`src/rtl/load_store_unit_if.sv`:
```
// Bundle of request, Memory and response signals between the execute stage,
// the load/store unit and the byte-addressed data Memory.
interface load_store_unit_if;
    logic        req_valid;
    logic        req_ready;
    logic        req_is_store;
    logic [2:0]  req_funct3;
    logic [31:0] req_address;
    logic [31:0] req_wdata;
    logic [31:0] mem_address;
    logic [31:0] mem_wr_data;
    logic        mem_wr_enable;
    logic [2:0]  mem_write_length;
    logic [31:0] mem_read_data;
    logic        resp_valid;
    logic        resp_ready;
    logic [31:0] resp_data;
    logic        resp_error;

    // Environment side: execute stage plus the Memory.
    modport master (
        output req_valid, req_is_store, req_funct3, req_address, req_wdata,
        input  req_ready,
        input  mem_address, mem_wr_data, mem_wr_enable, mem_write_length,
        output mem_read_data,
        input  resp_valid, resp_data, resp_error,
        output resp_ready
    );

    // Load/store unit side.
    modport slave (
        input  req_valid, req_is_store, req_funct3, req_address, req_wdata,
        output req_ready,
        output mem_address, mem_wr_data, mem_wr_enable, mem_write_length,
        input  mem_read_data,
        output resp_valid, resp_data, resp_error,
        input  resp_ready
    );
endinterface

```
`src/rtl/load_store_unit.sv`:
```
// Single-outstanding load/store bridge: checks legality, drives one Memory
// access cycle, then returns the aligned/extended load result or an error.
module load_store_unit #(
    parameter int unsigned MEMORY_SIZE_BYTES = 4096
) (
    input  logic               clk,
    input  logic               reset,
    load_store_unit_if.slave   lsu
);
    typedef enum logic [1:0] {IDLE, ACCESS, RESP} state_t;

    state_t      r_state;
    logic        r_is_store;
    logic [2:0]  r_funct3;
    logic        r_req_ready;
    logic        r_resp_valid;
    logic [31:0] r_resp_data;
    logic        r_resp_error;
    logic [31:0] r_mem_address;
    logic [31:0] r_mem_wr_data;
    logic        r_mem_wr_enable;
    logic [2:0]  r_mem_write_length;

    logic [32:0] w_size;
    logic [32:0] w_last;
    logic        w_funct3_ok;
    logic        w_align_ok;
    logic        w_range_ok;
    logic        w_legal;
    logic [31:0] w_load_ext;

    // Range check runs at 33 bits so addresses near 2^32 cannot wrap to legal.
    always_comb begin
        w_size      = 33'd1 << lsu.req_funct3[1:0];
        w_last      = {1'b0, lsu.req_address} + w_size - 33'd1;
        w_range_ok  = w_last < 33'(MEMORY_SIZE_BYTES);
        w_funct3_ok = lsu.req_is_store ? (lsu.req_funct3 <= 3'd2)
                                       : (lsu.req_funct3 inside {3'd0, 3'd1, 3'd2, 3'd4, 3'd5});
        w_align_ok  = 1'b1;
        if (lsu.req_funct3[1:0] == 2'd1)
            w_align_ok = (lsu.req_address[0] == 1'b0);
        else if (lsu.req_funct3[1:0] == 2'd2)
            w_align_ok = (lsu.req_address[1:0] == 2'b00);
        w_legal = w_funct3_ok && w_align_ok && w_range_ok;
    end

    always_comb begin
        w_load_ext = lsu.mem_read_data;
        unique case (r_funct3)
            3'd0:    w_load_ext = {{24{lsu.mem_read_data[7]}}, lsu.mem_read_data[7:0]};
            3'd4:    w_load_ext = {24'd0, lsu.mem_read_data[7:0]};
            3'd1:    w_load_ext = {{16{lsu.mem_read_data[15]}}, lsu.mem_read_data[15:0]};
            3'd5:    w_load_ext = {16'd0, lsu.mem_read_data[15:0]};
            default: w_load_ext = lsu.mem_read_data;
        endcase
    end

    always_ff @(posedge clk) begin
        if (reset) begin
            r_state            <= IDLE;
            r_is_store         <= 1'b0;
            r_funct3           <= '0;
            r_req_ready        <= 1'b1;
            r_resp_valid       <= 1'b0;
            r_resp_data        <= '0;
            r_resp_error       <= 1'b0;
            r_mem_address      <= '0;
            r_mem_wr_data      <= '0;
            r_mem_wr_enable    <= 1'b0;
            r_mem_write_length <= '0;
        end else begin
            unique case (r_state)
                IDLE: begin
                    if (lsu.req_valid) begin
                        r_is_store  <= lsu.req_is_store;
                        r_funct3    <= lsu.req_funct3;
                        r_req_ready <= 1'b0;
                        if (w_legal) begin
                            // Memory outputs are loaded here so they are valid throughout ACCESS.
                            r_mem_address      <= lsu.req_address;
                            r_mem_wr_data      <= lsu.req_wdata;
                            r_mem_write_length <= {1'b0, lsu.req_funct3[1:0]};
                            r_mem_wr_enable    <= lsu.req_is_store;
                            r_state            <= ACCESS;
                        end else begin
                            r_resp_valid <= 1'b1;
                            r_resp_error <= 1'b1;
                            r_resp_data  <= '0;
                            r_state      <= RESP;
                        end
                    end
                end
                ACCESS: begin
                    r_mem_wr_enable <= 1'b0;
                    r_resp_valid    <= 1'b1;
                    r_resp_error    <= 1'b0;
                    r_resp_data     <= r_is_store ? '0 : w_load_ext;
                    r_state         <= RESP;
                end
                RESP: begin
                    if (lsu.resp_ready) begin
                        r_resp_valid <= 1'b0;
                        r_req_ready  <= 1'b1;
                        r_state      <= IDLE;
                    end
                end
                default: r_state <= IDLE;
            endcase
        end
    end

    assign lsu.req_ready        = r_req_ready;
    assign lsu.resp_valid       = r_resp_valid;
    assign lsu.resp_data        = r_resp_data;
    assign lsu.resp_error       = r_resp_error;
    assign lsu.mem_address      = r_mem_address;
    assign lsu.mem_wr_data      = r_mem_wr_data;
    assign lsu.mem_wr_enable    = r_mem_wr_enable;
    assign lsu.mem_write_length = r_mem_write_length;
endmodule

```
`src/flat_wrapper.sv`:
```
// flat-port wrapper written by rule: the top's interface ports become plain ports
module load_store_unit_flat 
#(
    parameter int unsigned MEMORY_SIZE_BYTES = 4096
)
  (clk, reset, lsu_req_valid, lsu_req_is_store, lsu_req_funct3, lsu_req_address, lsu_req_wdata, lsu_req_ready, lsu_mem_address, lsu_mem_wr_data, lsu_mem_wr_enable, lsu_mem_write_length, lsu_mem_read_data, lsu_resp_valid, lsu_resp_data, lsu_resp_error, lsu_resp_ready);
  load_store_unit_if lsu_i ();
  input  logic clk;
  input  logic reset;
  input wire logic [$bits(lsu_i.req_valid)-1:0] lsu_req_valid;
  input wire logic [$bits(lsu_i.req_is_store)-1:0] lsu_req_is_store;
  input wire logic [$bits(lsu_i.req_funct3)-1:0] lsu_req_funct3;
  input wire logic [$bits(lsu_i.req_address)-1:0] lsu_req_address;
  input wire logic [$bits(lsu_i.req_wdata)-1:0] lsu_req_wdata;
  output wire logic [$bits(lsu_i.req_ready)-1:0] lsu_req_ready;
  output wire logic [$bits(lsu_i.mem_address)-1:0] lsu_mem_address;
  output wire logic [$bits(lsu_i.mem_wr_data)-1:0] lsu_mem_wr_data;
  output wire logic [$bits(lsu_i.mem_wr_enable)-1:0] lsu_mem_wr_enable;
  output wire logic [$bits(lsu_i.mem_write_length)-1:0] lsu_mem_write_length;
  input wire logic [$bits(lsu_i.mem_read_data)-1:0] lsu_mem_read_data;
  output wire logic [$bits(lsu_i.resp_valid)-1:0] lsu_resp_valid;
  output wire logic [$bits(lsu_i.resp_data)-1:0] lsu_resp_data;
  output wire logic [$bits(lsu_i.resp_error)-1:0] lsu_resp_error;
  input wire logic [$bits(lsu_i.resp_ready)-1:0] lsu_resp_ready;
  assign lsu_i.req_valid = lsu_req_valid;
  assign lsu_i.req_is_store = lsu_req_is_store;
  assign lsu_i.req_funct3 = lsu_req_funct3;
  assign lsu_i.req_address = lsu_req_address;
  assign lsu_i.req_wdata = lsu_req_wdata;
  assign lsu_req_ready = lsu_i.req_ready;
  assign lsu_mem_address = lsu_i.mem_address;
  assign lsu_mem_wr_data = lsu_i.mem_wr_data;
  assign lsu_mem_wr_enable = lsu_i.mem_wr_enable;
  assign lsu_mem_write_length = lsu_i.mem_write_length;
  assign lsu_i.mem_read_data = lsu_mem_read_data;
  assign lsu_resp_valid = lsu_i.resp_valid;
  assign lsu_resp_data = lsu_i.resp_data;
  assign lsu_resp_error = lsu_i.resp_error;
  assign lsu_i.resp_ready = lsu_resp_ready;
  load_store_unit #(.MEMORY_SIZE_BYTES(MEMORY_SIZE_BYTES)) u_core (.clk(clk), .reset(reset), .lsu(lsu_i));
endmodule
```
`config.mk`:
```
export PLATFORM = sky130hd
export DESIGN_NAME = load_store_unit_flat
export DESIGN_NICKNAME = d
export VERILOG_FILES = /design/src/rtl/load_store_unit_if.sv /design/src/rtl/load_store_unit.sv /design/src/flat_wrapper.sv
export SDC_FILE = /design/constraint.sdc
export NUM_CORES = 1
export LEC_CHECK = 0
export BUFFER_PORTS_ARGS = -buffer_cell sky130_fd_sc_hd__buf_2
export CORE_ASPECT_RATIO = 2
export CORE_MARGIN = 2
export CORE_UTILIZATION = 40
export DETAILED_ROUTE_END_ITERATION = 12
export PLACE_DENSITY = 0.76
export SKIP_LAST_GASP = 1
export SYNTH_ARGS = -nofsm -noshare
export SYNTH_HDL_FRONTEND = slang
export SYNTH_SLANG_ARGS = --single-unit
```
`constraint.sdc`:
```
create_clock -name clk -period 5.6 [get_ports clk]
set_input_delay 0.56 -clock clk [delete_from_list [all_inputs] [get_ports clk]]
set_output_delay 0.56 -clock clk [all_outputs]
set_load 0.05 [all_outputs]
```
### Word level (Yosys, flattened, before mapping)

Cells that the tools add are included.

| cells by class | value |
|---|---|
| add/sub/neg operators | 2 |
| multiply operators | 0 |
| divide/modulo/power cells | 0 |
| order comparisons | 2 |
| equality and inequality tests | 15 |
| shift-type cells | 1 |
| multiplexer cells | 23 |
| bitwise gates (word level) | 1 |
| reduce and logical (&&, ||, !) cells | 17 |

Operators with widths:

| cell | number |
|---|---|
| $pmux W32 S4 | 1 |
| $mux W32 | 3 |
| $pmux W32 S2 | 1 |
| $add A32 B33 Y33 | 1 |
| $lt A33 B13 Y1 const B | 1 |
| $shl A1 B2 Y33 const A | 1 |
| $sub A33 B1 Y33 const B | 1 |
| $eq A3 B3 Y1 const B | 4 |
| $reduce_and A3 Y1 | 4 |
| $mux W1 | 10 |
| $eq A3 B1 Y1 const B | 2 |
| $logic_not A3 Y1 | 2 |
| $mux W2 | 3 |
| $ne A2 B2 Y1 const B | 3 |
| $pmux W1 S2 | 3 |
| $pmux W2 S3 | 1 |
| $reduce_bool A5 Y1 | 1 |
| $eq A2 B1 Y1 const B | 2 |
| $eq A2 B2 Y1 const B | 2 |
| $logic_not A2 Y1 | 2 |
| $reduce_and A2 Y1 | 2 |
| $reduce_and A4 Y1 | 1 |
| $reduce_bool A2 Y1 | 2 |
| $eq A3 B2 Y1 const B | 1 |
| 6 further kinds | 7 |

| word-level totals | value |
|---|---|
| register bits | 108 |
| latch bits | 0 |
| memory bits (writable) | 0 |
| ROM bits | 0 |
| input bits | 104 |
| output and inout bits | 103 |
| logic and storage cells | 72 |
| memories kept | 0 |

### Depth between registers and ports, before layout

Gate-level depths: netlist (run 1).

| logic depth | value |
|---|---|
| depth after elaboration | 8 |
| mapped depth | 16 |
| mapped depth without buffers | 14 |

### Worst setup path before layout (run 1)

No wires, ideal clock.

| path | value |
|---|---|
| path kind | input-to-reg |
| from | input port lsu_req_funct3[0] |
| to | register u_core.r_mem_wr_data[10] (netlist: u_core.lsu.mem_wr_data[10]) |
| library setup time | 0.072 ns |
| arrival | 4.137 ns |
| required time | 5.528 ns |
| path slack | 1.391 ns |
| cell stages on the path | 16 |
| path buffers | 2 |
| cells stage by stage | nand2b_1 > ha_1 > inv_1 > ha_1 > and3b_1 > a211oi_2 > or4_4 > nand3_1 > nand4b_1 > or4_1 > a2111o_1 > or3_4 > nor2_4 > buf_8 > buf_12 > mux2i_1 |

| between the ends | value |
|---|---|
| word-level cells in the longest chain between the ends | 6 |
| elaborated cells between the ends (all ways) | 19 |
| those cells by class | add/sub: 2; order compare: 2; eq/ne: 6; shift: 1; mux: 3; reduce/logical: 5 |

RTL lines:

| item | line | source |
|---|---|---|
| start: declaration | flat_wrapper.sv:12 | `input wire logic [$bits(lsu_i.req_funct3)-1:0] lsu_req_funct3;` |
| $shl A1 B2 Y33, or another cell as far along | load_store_unit.sv:34 | `w_size = 33'd1 << lsu.req_funct3[1:0];` |
| $add A32 B33 Y33, or another cell as far along | load_store_unit.sv:35 | `w_last = {1'b0, lsu.req_address} + w_size - 33'd1;` |
| $sub A33 B1 Y33, or another cell as far along | load_store_unit.sv:35 |  |
| $lt A33 B13 Y1 / $logic_and A1 B1 Y1 (equally long branches) | load_store_unit.sv:36, load_store_unit.sv:44 |  |
| $logic_and A1 B1 Y1 * | load_store_unit.sv:44 | `w_legal = w_funct3_ok && w_align_ok && w_range_ok;` |
| $reduce_and A3 Y1 (no source line) * | - |  |
| end signal: assignment | load_store_unit.sv:81 | `r_mem_wr_data <= lsu.req_wdata;` |
| end: declaration | load_store_unit.sv:20 | `logic [31:0] r_mem_wr_data;` |

Mark *: on every way between the ends. The rest lies on a longest branch, timed or not.
A chain may end at the register's enable or synchronous reset.

### Worst setup path after layout (run 1)

| path | value |
|---|---|
| from | input port lsu_req_funct3[0] |
| to | register u_core.r_mem_address[5] (netlist: u_core.lsu.mem_address[5]) |

| between the ends | value |
|---|---|
| word-level cells in the longest chain between the ends | 6 |
| elaborated cells between the ends (all ways) | 19 |
| those cells by class | add/sub: 2; order compare: 2; eq/ne: 6; shift: 1; mux: 3; reduce/logical: 5 |

RTL lines:

| item | line | source |
|---|---|---|
| $shl A1 B2 Y33, or another cell as far along | load_store_unit.sv:34 |  |
| $add A32 B33 Y33, or another cell as far along | load_store_unit.sv:35 |  |
| $sub A33 B1 Y33, or another cell as far along | load_store_unit.sv:35 |  |
| $lt A33 B13 Y1 / $logic_and A1 B1 Y1 (equally long branches) | load_store_unit.sv:36, load_store_unit.sv:44 |  |
| $logic_and A1 B1 Y1 * | load_store_unit.sv:44 |  |
| $reduce_and A3 Y1 (no source line) * | - |  |
| end signal: assignment | load_store_unit.sv:80 | `r_mem_address <= lsu.req_address;` |
| end: declaration | load_store_unit.sv:19 | `logic [31:0] r_mem_address;` |

Marks and branches as above.

==> flow_metrics.tcl, run 1 <==
set metrics [dict create \
    synth_most_common_cell "nand2_1" \
    fin_skew_ns 0.01007 \
    setup_slack_ns 1.102 \
    combinationalPowerShare 0.219 \
    p_int_mw 1.270 \
    syn_area_sq_um 6586 \
    finalHoldViolations 0 \
    synth_top_family_by_area "compound AO/OA/AOI/OAI gates" \
    total_power_mw 1.836 \
    num_vias 6573 \
    grt_pass1_wl_mm 29.90 \
    seq_area_frac_synth 0.3283 \
    die_w_microns 94.74 \
    hpwl_mm 15.79 \
    antenna_found_initial 0 \
    setup-tns-final_ns 0 \
    p_leak_nw 3.716 \
    coreArea_sq_um 16190 \
    synth_seq_cells 108 \
    crit_arrival_ns 4.77 \
    regArea_sq_um 2162 \
    cts.htree.levels 3 \
    crit_fanout 57 \
    rows 66 \
    cp-start-kind "input port" \
    grt_max_degree 125 \
    vias_per_cell 5.478 \
    wl_per_cell_microns 16.72 \
    routed-wl-met2_mm 10.65 \
    antenna_cells 0 \
    slew_headroom 0.2487 \
    switching_share 0.3084 \
    postCtsHoldBufs 0 \
    fmax_mhz 222.3 \
    syn2layout_area_growth_pct 20.88 \
    rsz0062_at_grt "no" \
    crit_type "in2reg" \
    fp.dieArea_sq_um 17570 \
    start_util 0.4069 \
    synth_cell_type_count 73 \
    drv_slew 0 \
    tightest_slew_ns 1.119 \
    die_h_microns 185.5 \
    switchingPower_mw 0.5663 \
    synth-simple-area-share 0.1962 \
    synth-compound-area-share 0.2133 \
    grt_pass1_vias 6041 \
    drive_gt1_frac 0.2580 \
    period_needed_ns 4.498 \
    grt.total_usage 0.2198 \
    dp_slack_ns 0.8406 \
    yosys.area_share.xor_xnor 0.009309 \
    yosysWarnings 0 \
    max_cap_violations 0 \
    period_share 0.8032 \
    syn_avg_cell_area_sq_um 8.042 \
    dr.pass1.iters 5 \
    cts_buffers 9 \
    wirelength_met1_mm 7.154 \
    endpoint_kind "flip-flop" \
    wirelength_mm 20.07 \
    muxShareOfSynthArea 0.1159 \
    p_per_area_nw_per_um2 230.7 \
    hold_slack_ns 0.4115 \
    overflow 0 \
    routed-wl-met3_mm 1.161 \
    clk_latency_ns 0.35 \
    ios 207 \
    clockPowerShare 0.357 \
    hold_path_class "in2reg" \
    whs_path_depth 2 \
    status "finished clean" \
    clkTransAtPathRegs_ns 0.07 \
    clock_sinks 108 \
    synth-edff-count 0 \
    num-fill-cells 1625 \
    syn_inst 819 \
    required_ns 5.88 \
    r2r_cells 5 \
    synth_commonest_cells "177 x nand2_1, 108 x dfxtp_1, 74 x mux2i_1" \
    synthTopCellsByArea "dfxtp_1 33%, mux2i_1 11%, nand2_1 10%, ha_1 6.3%, a21oi_1 4.4%" \
    peakVddDrop_mv 0.1495 \
    cts_resized 0 \
    synthAdderAreaFrac 0.06269 \
    gp_congestion 1.022 \
    drc 0 \
    synth_top_area_share 0.3283 \
    cts_tree "done" \
    io_buffers 205 \
    synth_flop_cell "dfxtp_1" \
    multi_input_area_sq_um 3945 \
    seqPwrFrac 0.424 \
    drt-initial-drc-count 368 \
    fin_nets 1129 \
    dr.max_layer_used "met4" \
    post_cts_buffers 0 \
    syn-num-nets 956 \
    postRouteAntennaNets 0 \
    setup_viol 0 \
    synthArstFlopShare 0 \
    clock-root-buffer "clkbuf_16" \
    clock_path_buffers 2 \
    yosysTopAreaCell "dfxtp_1" \
]
worst max-delay path, stage by stage:
cell,delay (ns)
buf_2,0.15
nand2b_1,0.15
ha_1,0.27
inv_1,0.04
ha_1,0.25
and3b_1,0.21
a211oi_2,0.12
or4_4,0.56
nand3_1,0.10
nand4b_1,0.17
or4_1,0.55
a2111o_1,0.38
or3_4,0.41
nor2_4,0.14
buf_12,0.34
mux2i_1,0.27
power by group through the flow:
stage	clock network, mW	registers [mW]	logic, mW
finish	0.655	0.779	0.402
global route	0.698	0.780	0.441
CTS	0.669	0.779	0.396
detailed placement	0	0.797	0.394
global placement	0	0.797	0.392
floorplan	0	0.798	0.266
per-layer routing:
metal | vias to the layer above | global-route usage
met2 | 242 | 0.4091
met3 | 62 | 0.03927
li1 | 3253 | -
met1 | 3016 | 0.2164
met5 | - | 0
met4 | 0 | 0.1403
sequential cells by signal, summed over array words and instances (netlist names):
name / flops
u_core.lsu.mem_address: 32
u_core.lsu.mem_wr_data: 32
u_core.lsu.mem_wr_enable: 1
u_core.lsu.mem_write_length: 2
u_core.lsu.req_ready: 1
u_core.lsu.resp_data: 32
u_core.lsu.resp_error: 1
u_core.lsu.resp_valid: 1
u_core.r_funct3: 3
u_core.r_is_store: 1
u_core.r_state: 2
final cells by class:
type / count / area share
inverters: 59 / 0.02813
clock buffers: 9 / 0.02829
flip-flops and latches: 108 / 0.2716
well taps: 204 / 0.03206
clock inverters: 6 / 0.009272
multi-input cells: 604 / 0.4955
repair buffers: 210 / 0.1352
stage by stage:
step                utilization  std cells  cell area (sq um)
global placement         0.4734       1185               7662
CTS                      0.4919       1200               7961
finish                   0.4919       1200               7961
detailed placement       0.4734       1185               7662
floorplan                     -        819               6586
global route             0.4919       1200               7961
final timing paths:
check	from	endpoint	slack, ns
min	lsu_mem_read_data[2]	u_core.lsu.resp_data[2]$_SDFFE_PP0P_	0.41
max reg2reg	u_core.r_funct3[0]$_SDFFE_PP0P_	u_core.lsu.resp_data[25]$_SDFFE_PP0P_	3.48
min reg2reg	u_core.lsu.mem_wr_data[21]$_SDFFE_PP0P_	u_core.lsu.mem_wr_data[21]$_SDFFE_PP0P_	0.45
max	lsu_req_funct3[0]	u_core.lsu.mem_address[5]$_SDFFE_PP0P_	1.10
cell usage in the layout, fill, tap and decap left out, drive strengths merged, types with 6 or more instances in the layout:
master | Yosys | routed
buf | 16 | 210
nand2 | 177 | 177
dfxtp | 108 | 108
mux2i | 74 | 74
inv | 59 | 61
a21oi | 58 | 58
o21ai | 43 | 43
ha | 33 | 33
nor2 | 26 | 26
a31o | 17 | 17
a32o | 16 | 16
o21a | 14 | 14
nor3 | 12 | 12
nand4 | 11 | 11
nand3 | 10 | 10
clkbuf | 32 | 9
o211a | 8 | 8
or3 | 8 | 8
o211ai | 7 | 7
a211oi | 7 | 7
or4 | 6 | 6
cell families (layout without fill, tap and decap cells):
| group | Yosys count | in the layout |
|---|---|---|
| and+or+nand+nor | 283 | 283 |
| AOI/OAI and AO/OA | 204 | 204 |
| DFF | 108 | 108 |
| buffers and inverters | 107 | 284 |
| muxes | 76 | 76 |
| adders and majority gates | 33 | 33 |
| xor gates and xnor gates | 7 | 7 |
| other | 1 | 1 |
(Power assumes the default switching activity.)
==> inputs of run 2 (changes only) <==
Clock period 5.6 ns to 4.5 ns, I/O delays scaled along.
==> run 2 against run 1 <==
Effect of this change:
- final area increased by 2.8%
- largest cell class unchanged
- largest power group unchanged
- first-iteration DRC count shrank 13%
- sequential share of layout area is 0.75 points lower
- critical endpoint is now u_core.lsu.mem_wr_data[7]$_SDFFE_PP0P_
- register-to-register slack got worse by 1.1 ns
==> flow_metrics.tcl, run 2 (synthesized netlist as in run 1, its figures left out) <==
set metrics [dict create \
    fmax_mhz 239.1 \
    multi_input_area_sq_um 3945 \
    crit_arrival_ns 4.46 \
    gp_congestion 1.018 \
    fp.dieArea_sq_um 17570 \
    hold_path_class "in2reg" \
    max_cap_violations 0 \
    peakVddDrop_mv 0.1836 \
    setup-tns-final_ns 0 \
    ios 207 \
    required_ns 4.78 \
    coreArea_sq_um 16190 \
    cts_tree "done" \
    crit_fanout 15 \
    num_vias 6691 \
    antenna_found_initial 0 \
    mostFrequentLayoutCells "205 x buf_2, 177 x nand2_1, 108 x dfxtp_1" \
    grt_max_degree 86 \
    grt.total_usage 0.2256 \
    vias_per_cell 5.489 \
    postRouteAntennaNets 0 \
    drc 0 \
    die_h_microns 185.5 \
    start_util 0.4069 \
    crit_type "in2reg" \
    clock-root-buffer "clkbuf_16" \
    io_buffers 205 \
    clock_path_buffers 2 \
    finish.instance_area_sq_um 8188 \
    clk_latency_ns 0.35 \
    regArea_sq_um 2162 \
    wirelength_mm 20.07 \
    cts.htree.levels 3 \
    reg2reg_to "u_core.lsu.resp_data[26]$_SDFFE_PP0P_" \
    reg2reg_from "u_core.r_funct3[0]$_SDFFE_PP0P_" \
    status "finished clean" \
    antenna_cells 0 \
    rsz0062_at_grt "no" \
    hold_slack_ns 0.3038 \
    drv_slew 0 \
    period_share 0.9296 \
    r2r_cells 5 \
    cts_resized 0 \
    clock_sinks 108 \
    fin_nets 1148 \
    num-fill-cells 1645 \
    hpwl_mm 16.06 \
    rows 66 \
    endpoint_kind "flip-flop" \
    postCtsHoldBufs 0 \
    setup_viol 0 \
    syn2layout_area_growth_pct 24.32 \
    slew_headroom 0.2572 \
    overflow 0 \
    p_leak_nw 3.831 \
    clkTransAtPathRegs_ns 0.07 \
    die_w_microns 94.74 \
    drive_gt1_frac 0.2719 \
    fin_skew_ns 0.01312 \
    grt_pass1_wl_mm 30.99 \
    period_needed_ns 4.183 \
    dr.pass1.iters 5 \
    cp-start-kind "input port" \
    grt_pass1_vias 6450 \
    tightest_slew_ns 1.107 \
    p_per_area_nw_per_um2 281.2 \
    cts_buffers 9 \
    wl_per_cell_microns 16.46 \
    dpl-instance-area_sq_um 7880 \
    startpoint "lsu_req_funct3[0]" \
    drt-initial-drc-count 322 \
    r2r_slack_ns 2.38 \
    post_cts_buffers 0 \
    layout_commonest_cell "buf_2" \
    finalHoldViolations 0 \
    worstSetupEndpoint "u_core.lsu.mem_wr_data[7]$_SDFFE_PP0P_" \
]
-- run 2: changes by cell type in the layout (fill, tap and decap cells not counted), sizes merged --
cell | previous run | this run
clkinv | 2 | 0
clkbuf | 9 | 11
buf | 210 | 229
-- run 2: stage by stage --
| stage | worst slack (ns) | cells | power, mW | utilization |
|---|---|---|---|---|
| 3_5_place_dp | -0.008198 | 1204 | 1.495 | 0.4869 |
| 4_1_cts | 0.3403 | 1219 | 2.311 | 0.5059 |
| 5_1_grt | 0.1278 | 1219 | 2.406 | 0.5059 |
| 6_report | 0.3168 | 1219 | 2.302 | 0.5059 |
| 3_3_place_gp | 0.1002 | 1204 | 1.493 | 0.4869 |
| 2_1_floorplan | 0.4012 | 819 | 1.325 | - |
-- run 2: area by class of cell --
| cell class | instances | share of cell area |
|---|---|---|
| Timing Repair Buffer | 229 | 0.1580 |
| Sequential cell | 108 | 0.2641 |
| Clock buffer | 11 | 0.03087 |
| Tap cell | 204 | 0.03117 |
| Clock inverter | 4 | 0.006724 |
| Inverter | 59 | 0.02735 |
| Multi-Input combinational cell | 604 | 0.4818 |
-- run 2: worst max-delay path, cell delays in order --
cell and delay [ns]:
buf_2 0.13, nand2b_1 0.15, ha_1 0.27, inv_1 0.04, ha_1 0.26, and3b_1 0.22, a211oi_2 0.13, or4_4 0.57
nand3_1 0.10, nand4b_1 0.14, or4_1 0.52, a2111o_1 0.38, or3_4 0.41, nor2_4 0.13, buf_12 0.17, buf_12 0.17
mux2i_1 0.20
-- run 2: worst min-delay path by stage --
stage,endpoint,start,depth (start not counted)
2_1_floorplan,u_core.r_is_store$_SDFFE_PP0P_,u_core.r_is_store$_SDFFE_PP0P_,2
3_3_place_gp,u_core.lsu.mem_wr_data[10]$_SDFFE_PP0P_,u_core.lsu.mem_wr_data[10]$_SDFFE_PP0P_,2
3_5_place_dp,u_core.lsu.mem_address[21]$_SDFFE_PP0P_,u_core.lsu.mem_address[21]$_SDFFE_PP0P_,2
4_1_cts,u_core.lsu.resp_data[3]$_SDFFE_PP0P_,lsu_mem_read_data[3],2
5_1_grt,u_core.lsu.resp_data[3]$_SDFFE_PP0P_,lsu_mem_read_data[3],2
6_report,u_core.lsu.resp_data[3]$_SDFFE_PP0P_,lsu_mem_read_data[3],2
-- run 2: layer usage --
layer / wire length, microns / up-vias / global-route usage / share of wire
met5: 0 / - / 0 / 0
met2: 10470 / 276 / 0.4165 / 0.52
li1: - / 3290 / - / -
met4: 1546 / 0 / 0.1704 / 0.077
met3: 1103 / 92 / 0.03198 / 0.055
met1: 6951 / 3033 / 0.2191 / 0.35
-- run 2: power by group --
| group | switching [mW] | total [mW] | internal, mW |
|---|---|---|---|
| clock network | 0.354 | 0.817 | 0.463 |
| registers | 0.00936 | 0.970 | 0.960 |
| logic | 0.319 | 0.516 | 0.196 |
| total | 0.683 | 2.30 | 1.62 |
==> inputs of run 3 (changes only) <==
Settings changed: RECOVER_POWER set to 50.
==> run 3 against run 2 <==
Effect of this change:
- the run now ends with capacitance limit, slew limit left
- die area unchanged
- sequential power about the same
- sequential cell count unchanged
- sequential share of layout area rose by 0.41 points
- worst hold slack gained 0.0019 ns
- wire length rose by 0.75%
- combinational power about the same
- register-to-register slack got worse by 0.02 ns
- total power about the same
- first-iteration DRC count grew 11%
- clock power hardly changed
- critical path depth decreased by 3
- critical path type unchanged
- critical endpoint is now u_core.r_state[0]$_SDFFE_PP0P_
==> flow_metrics.tcl, run 3 (synthesized netlist as in run 1, its figures left out) <==
set metrics [dict create \
    crit_type "in2reg" \
    gp_congestion 1.018 \
    wl_per_cell_microns 16.59 \
    clock-root-buffer "clkbuf_16" \
    worst-path-buf-inv 2 \
    cp-start-kind "input port" \
    crit_path_cell_trace "buf_2 > nand2b_1 > ha_1 > inv_1 > ha_1 > and3b_1 > a211oi_2 > o21ai_0 > a21boi_0 > mux2_2 > a2111oi_0 > nand4_1 > or4_1 > nor4_1" \
    tightest_slew_ns 2.871 \
    layout_commonest_cell "nand2_1" \
    syn2layout_area_growth_pct 22.40 \
    hold_path_class "in2reg" \
    vias_per_cell 5.519 \
    hold_slack_ns 0.3057 \
    clock_sinks 108 \
    p_per_area_nw_per_um2 285.9 \
    slew_headroom -0.9248 \
    peakVddDrop_mv 0.1852 \
    drc 0 \
    seqPwrFrac 0.421 \
    wirelength_mm 20.22 \
    antenna_found_initial 0 \
    die_w_microns 94.74 \
    crit_arrival_ns 4.43 \
    setup_viol 0 \
    endpoint_kind "flip-flop" \
    grt_pass1_vias 6450 \
    crit_fanout 4 \
    required_ns 4.75 \
    p_int_mw 1.621 \
    cts.htree.levels 3 \
    ios 207 \
    io_buffers 205 \
    hpwl_mm 16.06 \
    fmax_mhz 238.8 \
    clkTransAtPathRegs_ns 0.07 \
    combinationalPowerShare 0.225 \
    rows 66 \
    total_power_mw 2.305 \
    die_h_microns 185.5 \
    switching_share 0.2966 \
    violations "capacitance limit, slew limit" \
    post_cts_buffers 0 \
    rsz0062_at_grt "no" \
    switchingPower_mw 0.6836 \
    cts_buffers 9 \
    fin_skew_ns 0.01494 \
    status "complete, but fails checks" \
    num_vias 6728 \
    fin_nets 1148 \
    max_cap_violations 1 \
    fp.dieArea_sq_um 17570 \
    worst_path_dominant_cell_family "compound AO/OA/AOI/OAI gates" \
    cpMostUsedCell "ha_1" \
    finalHoldViolations 0 \
    postCtsHoldBufs 0 \
    grt_pass1_wl_mm 30.99 \
    crit_slowest_cell "a2111oi_0" \
    clockPowerShare 0.354 \
    drv_slew 86 \
    grt_max_degree 86 \
    final_util 0.4981 \
    setup-tns-final_ns 0 \
    overflow 0 \
    dr.pass1.iters 5 \
    start_util 0.4069 \
    postRouteAntennaNets 0 \
    cpPeakStageDelay_ns 0.62 \
    drt-initial-drc-count 356 \
    cts_resized 0 \
    antenna_cells 0 \
    clock_path_buffers 2 \
    mostFrequentLayoutCells "177 x nand2_1, 108 x dfxtp_1, 105 x buf_2" \
    clk_latency_ns 0.35 \
    drive_gt1_frac 0.1734 \
    grt.total_usage 0.2256 \
    period_share 0.9307 \
    p_leak_nw 3.389 \
    period_needed_ns 4.188 \
    cts_tree "done" \
    coreArea_sq_um 16190 \
]
## run 3: changes by cell type in the layout (fill, tap and decap cells not counted)
cell | before | now
inv_4 | 1 | 0
clkinvlp_2 | 0 | 1
clkbuf_1 | 0 | 100
buf_2 | 205 | 105
## run 3: metal layers
| layer | GRT usage | part of all wire |
|---|---|---|
| met4 | 0.1704 | 0.080 |
| met1 | 0.2191 | 0.36 |
| met5 | 0 | 0 |
| met3 | 0.03198 | 0.050 |
| met2 | 0.4165 | 0.51 |
## run 3: final timing paths
| kind | startpoint | end | slack, ns | cells past startpoint |
|---|---|---|---|---|
| setup reg to reg | u_core.r_funct3[0]$_SDFFE_PP0P_ | u_core.lsu.resp_data[31]$_SDFFE_PP0P_ | 2.36 | 5 |
| setup / recovery | lsu_req_funct3[0] | u_core.r_state[0]$_SDFFE_PP0P_ | 0.31 | 14 |
| hold reg to reg | u_core.lsu.mem_address[22]$_SDFFE_PP0P_ | u_core.lsu.mem_address[22]$_SDFFE_PP0P_ | 0.46 | 2 |
| hold / removal | lsu_mem_read_data[3] | u_core.lsu.resp_data[3]$_SDFFE_PP0P_ | 0.31 | 2 |
## run 3: metrics by stage
stage                     setup slack (ns)  cells  cell area [sq um]
after floorplan                     0.4012    819               6586
after global placement              0.1002   1204               7880
after detailed placement         -0.008198   1204               7880
after CTS                           0.3403   1219               8188
after global routing               0.09527   1219               8061
final                               0.3120   1219               8061
## run 3: final cells by class
cell class / instances / area (sq um)
Clock inverter: 4 / 55.05
Timing Repair Buffer: 229 / 1169
Clock buffer: 11 / 252.7
Inverter: 59 / 222.7
Fill cell: 1680 / 8124
Sequential cell: 108 / 2162
Multi-Input combinational cell: 604 / 3945
Tap cell: 204 / 255.2
## run 3: power by group through the flow
stage,clock network (mW),logic [mW],registers (mW)
3_3_place_gp,0,0.501,0.991
4_1_cts,0.835,0.507,0.969
2_1_floorplan,0,0.331,0.993
3_5_place_dp,0,0.504,0.992
6_report,0.817,0.518,0.970
5_1_grt,0.871,0.566,0.970
